**config.mk**
```make
export PLATFORM = sky130hd
export DESIGN_NAME = fir_mac_scheduler
export DESIGN_NICKNAME = d
export VERILOG_FILES = /design/src/rtl/fir_mac_scheduler.sv
export SDC_FILE = /design/constraint.sdc
export NUM_CORES = 1
export LEC_CHECK = 0
export CORE_ASPECT_RATIO = 1.4
export CORE_MARGIN = 3
export CORE_UTILIZATION = 48
export DETAILED_ROUTE_END_ITERATION = 8
export GPL_TIMING_DRIVEN = 0
export PLACE_DENSITY = 0.84
export SLEW_MARGIN = 0
export SYNTH_ARGS = -nofsm -noshare
export SYNTH_HDL_FRONTEND = slang
export SYNTH_SLANG_ARGS = --single-unit
```
**constraint.sdc**
```tcl
create_clock -name i_clk -period 4.8 [get_ports i_clk]
set_input_delay 0.48 -clock i_clk [delete_from_list [all_inputs] [get_ports i_clk]]
set_output_delay 0.48 -clock i_clk [all_outputs]
set_load 0.05 [all_outputs]
```
**src/rtl/fir_mac_scheduler.sv**
```systemverilog
// Sequencer for the multi-lane FIR datapath: sample write, per-lane tap sweep, flush, reduce and result handoff.
// Optional build macro FIR_SCHED_OVERRUN_CNT_EN adds a sticky overrun flag and a saturating busy-valid counter.
module fir_mac_scheduler #(
  parameter int DATA_WIDTH    = 24,
  parameter int FIR_DEPTH     = 256,
  parameter int NUM_PIPELINES = 8,
  parameter int MAC_LATENCY   = 2,
  localparam int T  = FIR_DEPTH / NUM_PIPELINES,
  localparam int AW = $clog2(FIR_DEPTH)
) (
  input  logic                        i_clk,
  input  logic                        i_rst_n,
  input  logic                        i_en,
  input  logic                        i_sample_valid,
  output logic                        o_sample_ready,
  output logic                        o_wr_en,
  output logic [AW-1:0]               o_wr_addr,
  output logic                        o_mac_en,
  output logic                        o_mac_clr,
  output logic                        o_mac_last,
  output logic [NUM_PIPELINES*AW-1:0] o_smp_addr,
  output logic [NUM_PIPELINES*AW-1:0] o_coef_addr,
  output logic                        o_reduce_start,
  input  logic                        i_reduce_done,
  output logic                        o_result_valid,
  input  logic                        i_result_ready,
  output logic                        o_primed
`ifdef FIR_SCHED_OVERRUN_CNT_EN
  ,
  output logic                        o_overrun,
  output logic [15:0]                 o_overrun_cnt
`endif
);

  localparam int KW = (T > 1) ? $clog2(T) : 1;
  localparam int FW = (MAC_LATENCY > 1) ? $clog2(MAC_LATENCY) : 1;
  localparam int CW = AW + 1;
  localparam logic [KW-1:0] K_LAST   = KW'(T - 1);
  localparam logic [FW-1:0] F_LAST   = FW'((MAC_LATENCY > 0) ? (MAC_LATENCY - 1) : 0);
  localparam logic [CW-1:0] CNT_FULL = CW'(FIR_DEPTH);

  if ((DATA_WIDTH < 1) || (FIR_DEPTH < 2) || ((FIR_DEPTH & (FIR_DEPTH - 1)) != 0) ||
      (NUM_PIPELINES < 1) || ((NUM_PIPELINES & (NUM_PIPELINES - 1)) != 0) ||
      (NUM_PIPELINES > FIR_DEPTH) || (MAC_LATENCY < 0)) begin : g_param_check
    $error("fir_mac_scheduler: unsupported parameter combination");
  end

  typedef enum logic [2:0] {
    IDLE   = 3'd0,
    WRITE  = 3'd1,
    MAC    = 3'd2,
    FLUSH  = 3'd3,
    REDUCE = 3'd4,
    OUTPUT = 3'd5
  } state_e;

  state_e                      state_q;
  logic [KW-1:0]               k_q;
  logic [KW-1:0]               k_d;
  logic [FW-1:0]               flush_q;
  logic [AW-1:0]               head_q;
  logic [AW-1:0]               newest_q;
  logic [CW-1:0]               cnt_q;
  logic                        sample_ready_q;
  logic                        wr_en_q;
  logic [AW-1:0]               wr_addr_q;
  logic                        mac_en_q;
  logic                        mac_clr_q;
  logic                        mac_last_q;
  logic                        reduce_start_q;
  logic                        result_valid_q;
  logic                        primed_q;
  logic [NUM_PIPELINES*AW-1:0] smp_addr_q;
  logic [NUM_PIPELINES*AW-1:0] coef_addr_q;
  logic [NUM_PIPELINES*AW-1:0] smp_addr_d;
  logic [NUM_PIPELINES*AW-1:0] coef_addr_d;
  logic                        accept_s;

  assign accept_s = i_en & i_sample_valid & sample_ready_q;

  // Tap step about to be presented: 0 when entering MAC, otherwise the next k.
  always_comb begin
    k_d         = '0;
    smp_addr_d  = '0;
    coef_addr_d = '0;
    if (state_q == MAC) begin
      k_d = k_q + KW'(1);
    end else begin
      k_d = '0;
    end
    for (int l = 0; l < NUM_PIPELINES; l++) begin
      coef_addr_d[l*AW +: AW] = AW'(l * T) + AW'(k_d);
      smp_addr_d[l*AW +: AW]  = newest_q - (AW'(l * T) + AW'(k_d));
    end
  end

  // Scheduler FSM with its bookkeeping and all registered outputs; i_en low freezes progress.
  always_ff @(posedge i_clk or negedge i_rst_n) begin
    if (!i_rst_n) begin
      state_q        <= IDLE;
      k_q            <= '0;
      flush_q        <= '0;
      head_q         <= '0;
      newest_q       <= '0;
      cnt_q          <= '0;
      sample_ready_q <= 1'b0;
      wr_en_q        <= 1'b0;
      wr_addr_q      <= '0;
      mac_en_q       <= 1'b0;
      mac_clr_q      <= 1'b0;
      mac_last_q     <= 1'b0;
      reduce_start_q <= 1'b0;
      result_valid_q <= 1'b0;
      primed_q       <= 1'b0;
      smp_addr_q     <= '0;
      coef_addr_q    <= '0;
    end else if (!i_en) begin
      sample_ready_q <= 1'b0;
      wr_en_q        <= 1'b0;
      mac_en_q       <= 1'b0;
      mac_clr_q      <= 1'b0;
      mac_last_q     <= 1'b0;
      reduce_start_q <= 1'b0;
    end else begin
      sample_ready_q <= 1'b0;
      wr_en_q        <= 1'b0;
      mac_en_q       <= 1'b0;
      mac_clr_q      <= 1'b0;
      mac_last_q     <= 1'b0;
      reduce_start_q <= 1'b0;
      case (state_q)
        IDLE: begin
          if (accept_s) begin
            state_q   <= WRITE;
            wr_en_q   <= 1'b1;
            wr_addr_q <= head_q;
            newest_q  <= head_q;
            head_q    <= head_q + AW'(1);
            if (cnt_q != CNT_FULL) begin
              cnt_q <= cnt_q + CW'(1);
            end
            primed_q  <= (cnt_q >= (CNT_FULL - CW'(1)));
          end else begin
            sample_ready_q <= 1'b1;
          end
        end
        WRITE: begin
          state_q     <= MAC;
          k_q         <= '0;
          mac_en_q    <= 1'b1;
          mac_clr_q   <= 1'b1;
          mac_last_q  <= (K_LAST == '0);
          smp_addr_q  <= smp_addr_d;
          coef_addr_q <= coef_addr_d;
        end
        MAC: begin
          if (k_q == K_LAST) begin
            flush_q <= '0;
            if (MAC_LATENCY == 0) begin
              state_q        <= REDUCE;
              reduce_start_q <= 1'b1;
            end else begin
              state_q <= FLUSH;
            end
          end else begin
            k_q         <= k_d;
            mac_en_q    <= 1'b1;
            mac_last_q  <= (k_d == K_LAST);
            smp_addr_q  <= smp_addr_d;
            coef_addr_q <= coef_addr_d;
          end
        end
        FLUSH: begin
          if (flush_q == F_LAST) begin
            state_q        <= REDUCE;
            reduce_start_q <= 1'b1;
          end else begin
            flush_q <= flush_q + FW'(1);
          end
        end
        // The pulse cycle is already past the FLUSH edge, so a stale done is never seen early.
        REDUCE: begin
          if (i_reduce_done) begin
            state_q        <= OUTPUT;
            result_valid_q <= 1'b1;
          end else begin
            state_q <= REDUCE;
          end
        end
        OUTPUT: begin
          if (i_result_ready) begin
            state_q        <= IDLE;
            result_valid_q <= 1'b0;
            sample_ready_q <= 1'b1;
          end else begin
            state_q <= OUTPUT;
          end
        end
        default: begin
          state_q <= IDLE;
        end
      endcase
    end
  end

  assign o_sample_ready = sample_ready_q;
  assign o_wr_en        = wr_en_q;
  assign o_wr_addr      = wr_addr_q;
  assign o_mac_en       = mac_en_q;
  assign o_mac_clr      = mac_clr_q;
  assign o_mac_last     = mac_last_q;
  assign o_smp_addr     = smp_addr_q;
  assign o_coef_addr    = coef_addr_q;
  assign o_reduce_start = reduce_start_q;
  assign o_result_valid = result_valid_q;
  assign o_primed       = primed_q;

`ifdef FIR_SCHED_OVERRUN_CNT_EN
  logic        overrun_q;
  logic [15:0] overrun_cnt_q;

  // Valid presented while the scheduler is busy: sticky flag plus saturating count.
  always_ff @(posedge i_clk or negedge i_rst_n) begin
    if (!i_rst_n) begin
      overrun_q     <= 1'b0;
      overrun_cnt_q <= 16'd0;
    end else if (i_en & i_sample_valid & ~sample_ready_q) begin
      overrun_q <= 1'b1;
      if (overrun_cnt_q != 16'hFFFF) begin
        overrun_cnt_q <= overrun_cnt_q + 16'd1;
      end
    end
  end

  assign o_overrun     = overrun_q;
  assign o_overrun_cnt = overrun_cnt_q;
`endif

endmodule

```
* Word-level counts from Yosys, hierarchy flattened
Cells that the tools add are included.
** Operators by class
- Magnitude comparators :: 1
- Add/sub/neg operators :: 19
- Muxes and demuxes :: 37
- Reductions and logical operators :: 10
- Bitwise gates (word level) :: 2
- Equal/unequal tests :: 14
** Operators with widths (number)
- 64-bit case mux with 2 select lines :: 2
- 64-bit 2-to-1 mux :: 2
- 8-bit subtractor :: 6
- 1-bit 2-to-1 mux :: 21
- 3-bit case mux with 6 select lines :: 1
- 7-bit by 5-bit adder with 8-bit output, first input constant :: 2
- 8-bit by 5-bit adder with 8-bit output, first input constant :: 2
- 3-bit 2-to-1 mux :: 4
- 4-bit AND reduction :: 3
- 5-bit == test, second input constant :: 2
- 5-bit 2-to-1 mux :: 2
- 2-bit != test, second input constant :: 5
- 5-bit case mux with 2 select lines :: 1
- 9-bit by 1-bit adder with 9-bit output, second input constant :: 1
- 9-bit by 8-bit greater-or-equal comparator with 1-bit output, second input constant :: 1
- 9-bit != test, second input constant :: 1
- 3-bit AND reduction :: 3
- 7-bit by 6-bit adder with 8-bit output, first input constant :: 1
- 8-bit by 1-bit adder with 8-bit output, second input constant :: 1
- 1-bit case mux with 2 select lines :: 4
- 8-bit by 5-bit subtractor with 8-bit output :: 1
- 8-bit by 7-bit subtractor with 8-bit output :: 1
- 6-bit by 5-bit adder with 7-bit output, first input constant :: 1
- 6-bit by 6-bit adder with 7-bit output, first input constant :: 1
- 9 further kinds :: 14
** Word-level totals
- Logic and storage cells :: 99
- Bits in registers :: 170
- Output and inout bits :: 144
- Input bits :: 6

* Depth between registers and ports, before layout
- Depth in word-level cells :: 6
- Gate-level depth with buffers :: 10
- Gate-level depth less buffers :: 10

* Least setup slack after synthesis
Ideal clock, no wire load.
- Path kind :: register -> register
- From :: reg state_q[0]
- To :: reg smp_addr_q[46] (netlist: o_smp_addr[46])
- Path buffers :: 1
- Stages on the path, launching flop included :: 11
- Arrival :: 2.367 ns
- Required time :: 4.674 ns
- Period minus slack after synthesis :: 2.493 ns
- Slack :: 2.307 ns
- Library setup time :: 0.126 ns
- Cells stage by stage :: dfrtp_1 -> buf_6 -> or3_1 -> inv_1 -> ha_1 -> inv_1 -> fa_1 -> a211oi_1 -> nor2_1 -> o2111a_1 -> a221o_1
** On the way
- Longest elaborated chain between the ends :: 6
- Elaborated cells between the ends (all ways) :: 10
- Those cells by class :: 2 x add/sub; 3 x eq/ne; 3 x mux; 2 x reduce/logical
** RTL lines
- start: declaration :: line 57 : state_e state_q;
- start signal: assignment :: line 100 : state_q <= IDLE;
- start signal: assignment :: line 134 : state_q <= WRITE;
- start signal: assignment :: line 148 : state_q <= MAC;
- 3-bit by 2-bit == test with 1-bit output * :: line 86 : if (state_q == MAC) begin
- 5-bit 2-to-1 mux * :: line 86
- net coef_addr_d[0] :: line 76 : logic [NUM_PIPELINES*AW-1:0] coef_addr_d;
- 8-bit by 5-bit adder with 8-bit output * :: line 93 : smp_addr_d[l*AW +: AW] = newest_q - (AW'(l * T) + AW'(k_d));
- 8-bit subtractor * :: line 93
- 64-bit 2-to-1 mux :: line 157 : if (k_q == K_LAST) begin
- 64-bit case mux with 2 select lines * :: line 131 : case (state_q)
- end signal: assignment :: line 153 : smp_addr_q <= smp_addr_d;
- end signal: assignment :: line 169 : smp_addr_q <= smp_addr_d;
- end: declaration :: line 73 : logic [NUM_PIPELINES*AW-1:0] smp_addr_q;
Mark *: on every way through the listed nets, which the timed path passes. The rest lies on a longest branch. The select of a mux whose other input is x is not followed.
A chain may end at the register's enable or synchronous reset.

* Worst setup path after layout
- From :: reg state_q[2]
- To :: reg smp_addr_q[46] (netlist: o_smp_addr[46])
The elaborated chain is that of the path after synthesis.

==> flow_summary_export.csv <==
group,metric,value,unit
status,run_status,"finished clean",
floorplan,dieHeight,113,µm
timing,hold_viol,0,
clock_tree,clk_pin_slew_worst_paths,0.06,ns
floorplan,io_pins,150,
global_routing,grt_pass1_wl,15200,µm
timing,tns,0,ns
worst_setup_path,cp-start-kind,"register",
global_routing,top_usage_layer,"met2",
clock_tree,hold_buffers,0,
flow_run,cap_violations,0,
power,finalPower,3630,µW
clock_tree,htreeDepth,3,
placement,dp.final_hpwl,7720,µm
logic_synthesis,yosys_warnings,0,
routing,routedWlPerCell,14.3,µm
timing,rsz0062_at_grt,"no",
global_routing,antenna_found_initial,0,
logic_synthesis,yosysSeqAreaShare,40.0,%
placement,dp_slack,2.00,ns
global_routing,grt_overflow,0,
floorplan,die_area,0.00936,mm²
timing,fmax,354,MHz
power,power.net_switching,1870,µW
logic_synthesis,synth_edf_count,0,
floorplan,start_util,50.0,%
routing,totalWireLength,9630,µm
timing,fin_crit,2.83,ns
clock_tree,cts.sinks,63,
timing,period_share,58.9,%
timing,relSlewSlack,60.8,%
clock_tree,cts_root_buf,"clkbuf_8",
power,p_leak,0.00266,µW
logic_synthesis,synthFlopType,"dfrtp_1",
global_routing,grt_util_met2,40.4,%
worst_setup_path,worstSetupPathType,"reg -> reg",
clock_tree,cts_tree,"built",
worst_setup_path,endpoint_kind,"register",
final_layout,fin_util,71.3,%
worst_setup_path,rr_worst_depth,10,
clock_tree,clock_latency,0.34,ns
global_routing,use_met3,3.66,%
power,vdd_drop_max,0.000443,V
final_layout,diodes,0,
worst_setup_path,crit_fanout,4,
timing,finalWorstSetupSlack,1.97,ns
logic_synthesis,synth_area_per_cell,9.53,µm²
worst_setup_path,cp_slowest_stage_delay,0.42,ns
power,clockPowerShare,9.9,%
routing,first_pass_iters,4,
routing,final_antenna_net_count,0,
clock_tree,cts_buffer_depth,2,
worst_setup_path,worstPathRequired,5.02,ns
power,p_sw_share,51.4,%
timing,slew_viol_final,0,
floorplan,die_width,82.6,µm
timing,worst_pin_slew,0.587,ns
global_routing,grt_max_degree,39,
floorplan,core,0.00789,mm²
worst_setup_path,crit_slowest_cell,"fa_1",
logic_synthesis,synthArstFlopShare,100,%
global_routing,grtUsageMet1,21.6,%
placement,io_buffers,136,
final_layout,area_delta_synth_final,42.6,%
clock_tree,cts_setup_buffers,0,
timing,setup_violations,0,
timing,holdWs,0.136,ns
floorplan,placementRows,38,
logic_synthesis,yosys.cell_types.count,59,
clock_tree,numCtsBuffers,9,
routing,drt-initial-drc-count,189,
power,share_seq_of_total_power,22.5,%
logic_synthesis,synth_cells,414,
clock_tree,post_cts_resize_count,0,
logic_synthesis,synth-seq-cells,63,
logic_synthesis,syn_area,0.00395,mm²
routing,vias_per_cell,4.91,
timing,skew,0.00687,ns
routing,vias,3307,
worst_setup_path,cp_common_cell,"inv_1",
power,p_int,1760,µW
final_layout,nNetsFinal,591,
placement,gp_congestion,0.839,
power,power_frac_comb,67.6,%
worst_setup_path,cp.arrival,3.05,ns
power,p_per_area,645,mW/mm²
final_layout,layout-drive-gt1-share,25.3,%
worst_setup_path,crit_chain,"nand2b_1 > or3_1 > inv_1 > ha_1 > inv_1 > fa_1 > a211oi_1 > nor2_1 > o2111a_1 > a221o_1",
global_routing,grt_pass1_vias,3171,
global_routing,grt.total_usage,21.0,%
worst_hold_path,hp-class,"in -> async",
routing,drcViolationCount,0,
final_layout,num-fill-cells,626,
## sequential cells by signal (all words and copies together), names as in the netlist
| signal | flops |
|---|---|
| o_wr_addr | 8 |
| o_reduce_start | 1 |
| cnt_q | 9 |
| o_wr_en | 1 |
| o_result_valid | 1 |
| state_q | 3 |
| o_smp_addr | 19 |
| o_mac_clr | 1 |
| k_q | 4 |
| o_mac_last | 1 |
| head_q | 8 |
| o_primed | 1 |
| o_mac_en | 1 |
| flush_q | 1 |
| o_sample_ready | 1 |
| o_coef_addr | 3 |
## power groups by stage
stage / logic, µW / clock network (µW) / registers [µW]
2_1_floorplan: 1430 / 0 / 1140
3_3_place_gp: 2420 / 0 / 816
3_5_place_dp: 2460 / 0 / 830
4_1_cts: 2470 / 362 / 820
5_1_grt: 2580 / 388 / 841
6_report: 2450 / 361 / 816
## stage by stage
step | instance area [µm²] | std cells
2_1_floorplan | 3990 | 425
3_3_place_gp | 5470 | 661
3_5_place_dp | 5490 | 662
4_1_cts | 5630 | 674
5_1_grt | 5630 | 674
6_report | 5630 | 674
## cells in the mapped netlist (all sizes together), types with 5 or more instances
| cell type | n | share of area, % |
|---|---|---|
| xnor2 | 15 | 3.3 |
| nor2 | 17 | 1.7 |
| a211oi | 7 | 1.5 |
| nand2b | 5 | 0.79 |
| a21oi | 8 | 1.0 |
| nand2 | 53 | 5.1 |
| ha | 11 | 3.5 |
| inv | 11 | 1.0 |
| nand4 | 8 | 1.4 |
| o21ai | 18 | 2.6 |
| nor3 | 6 | 0.76 |
| buf | 118 | 22 |
| a21o | 5 | 0.95 |
| dfrtp | 63 | 40 |
| nand3 | 6 | 0.76 |
| and3 | 5 | 0.79 |
## metal layers
layer	vias to the layer above	part of all wire, %
met5	-	0
met3	18	5.1
met2	93	58
met4	0	1.7
met1	1592	35
li1	1604	-
## critical path: cells and delay by family, from the launching register on
family / cells / cell delay (ns)
DFF: 1 / 0.39
and+or+nand+nor: 3 / 0.74
AOI/OAI and AO/OA: 3 / 0.82
adders and majority gates: 2 / 0.60
buffers and inverters: 2 / 0.14
## worst paths after layout
check                                       startpoint                          to  slack [ns]
max in group asynchronous                      i_rst_n        cnt_q[4]$_DFFE_PN0P_        4.05
min in group i_clk                                i_en      state_q[1]$_DFFE_PN0P_        0.41
worst min register to register   head_q[7]$_DFFE_PN0P_       head_q[7]$_DFFE_PN0P_        0.48
worst max-delay path            state_q[2]$_DFFE_PN0P_  o_smp_addr[46]$_DFFE_PN0P_        1.97
worst min-delay path                           i_rst_n    o_sample_ready$_DFF_PN0_        0.14
worst max register to register  state_q[2]$_DFFE_PN0P_  o_smp_addr[46]$_DFFE_PN0P_        1.97
## cell families after synthesis
kind of cell,after synthesis,share of synthesized area (%)
and+or+nand+nor,118,15.0
AOI/OAI and AO/OA,65,12.0
DFF,63,40.0
buffers and inverters,133,23.9
muxes,4,1.08
other,1,0.0951
xor gates and xnor gates,18,4.00
adders and majority gates,12,4.00
## cell type report
| cell class | count | area, µm² | area share (%) |
|---|---|---|---|
| flip-flops and latches | 63 | 1580 | 28.0 |
| multi-input cells | 229 | 1470 | 26.1 |
| repair buffers | 137 | 1380 | 24.5 |
| plain buffers | 122 | 901 | 16.0 |
| well taps | 100 | 125 | 2.22 |
| clock buffers | 9 | 124 | 2.20 |
| inverters | 11 | 41.3 | 0.734 |
| clock inverters | 3 | 15.0 | 0.267 |
## cells in the final DEF (no fill, tap or decap), drive strengths merged, types with 11 or more instances in the layout
master,count
ha,11
clkbuf,13
conb,12
buf,120
nand2,53
nor2,17
inv,11
dfrtp,63
xnor2,15
clkdlybuf4s50,135
o21ai,18
Power figures use the tool's default switching activity.
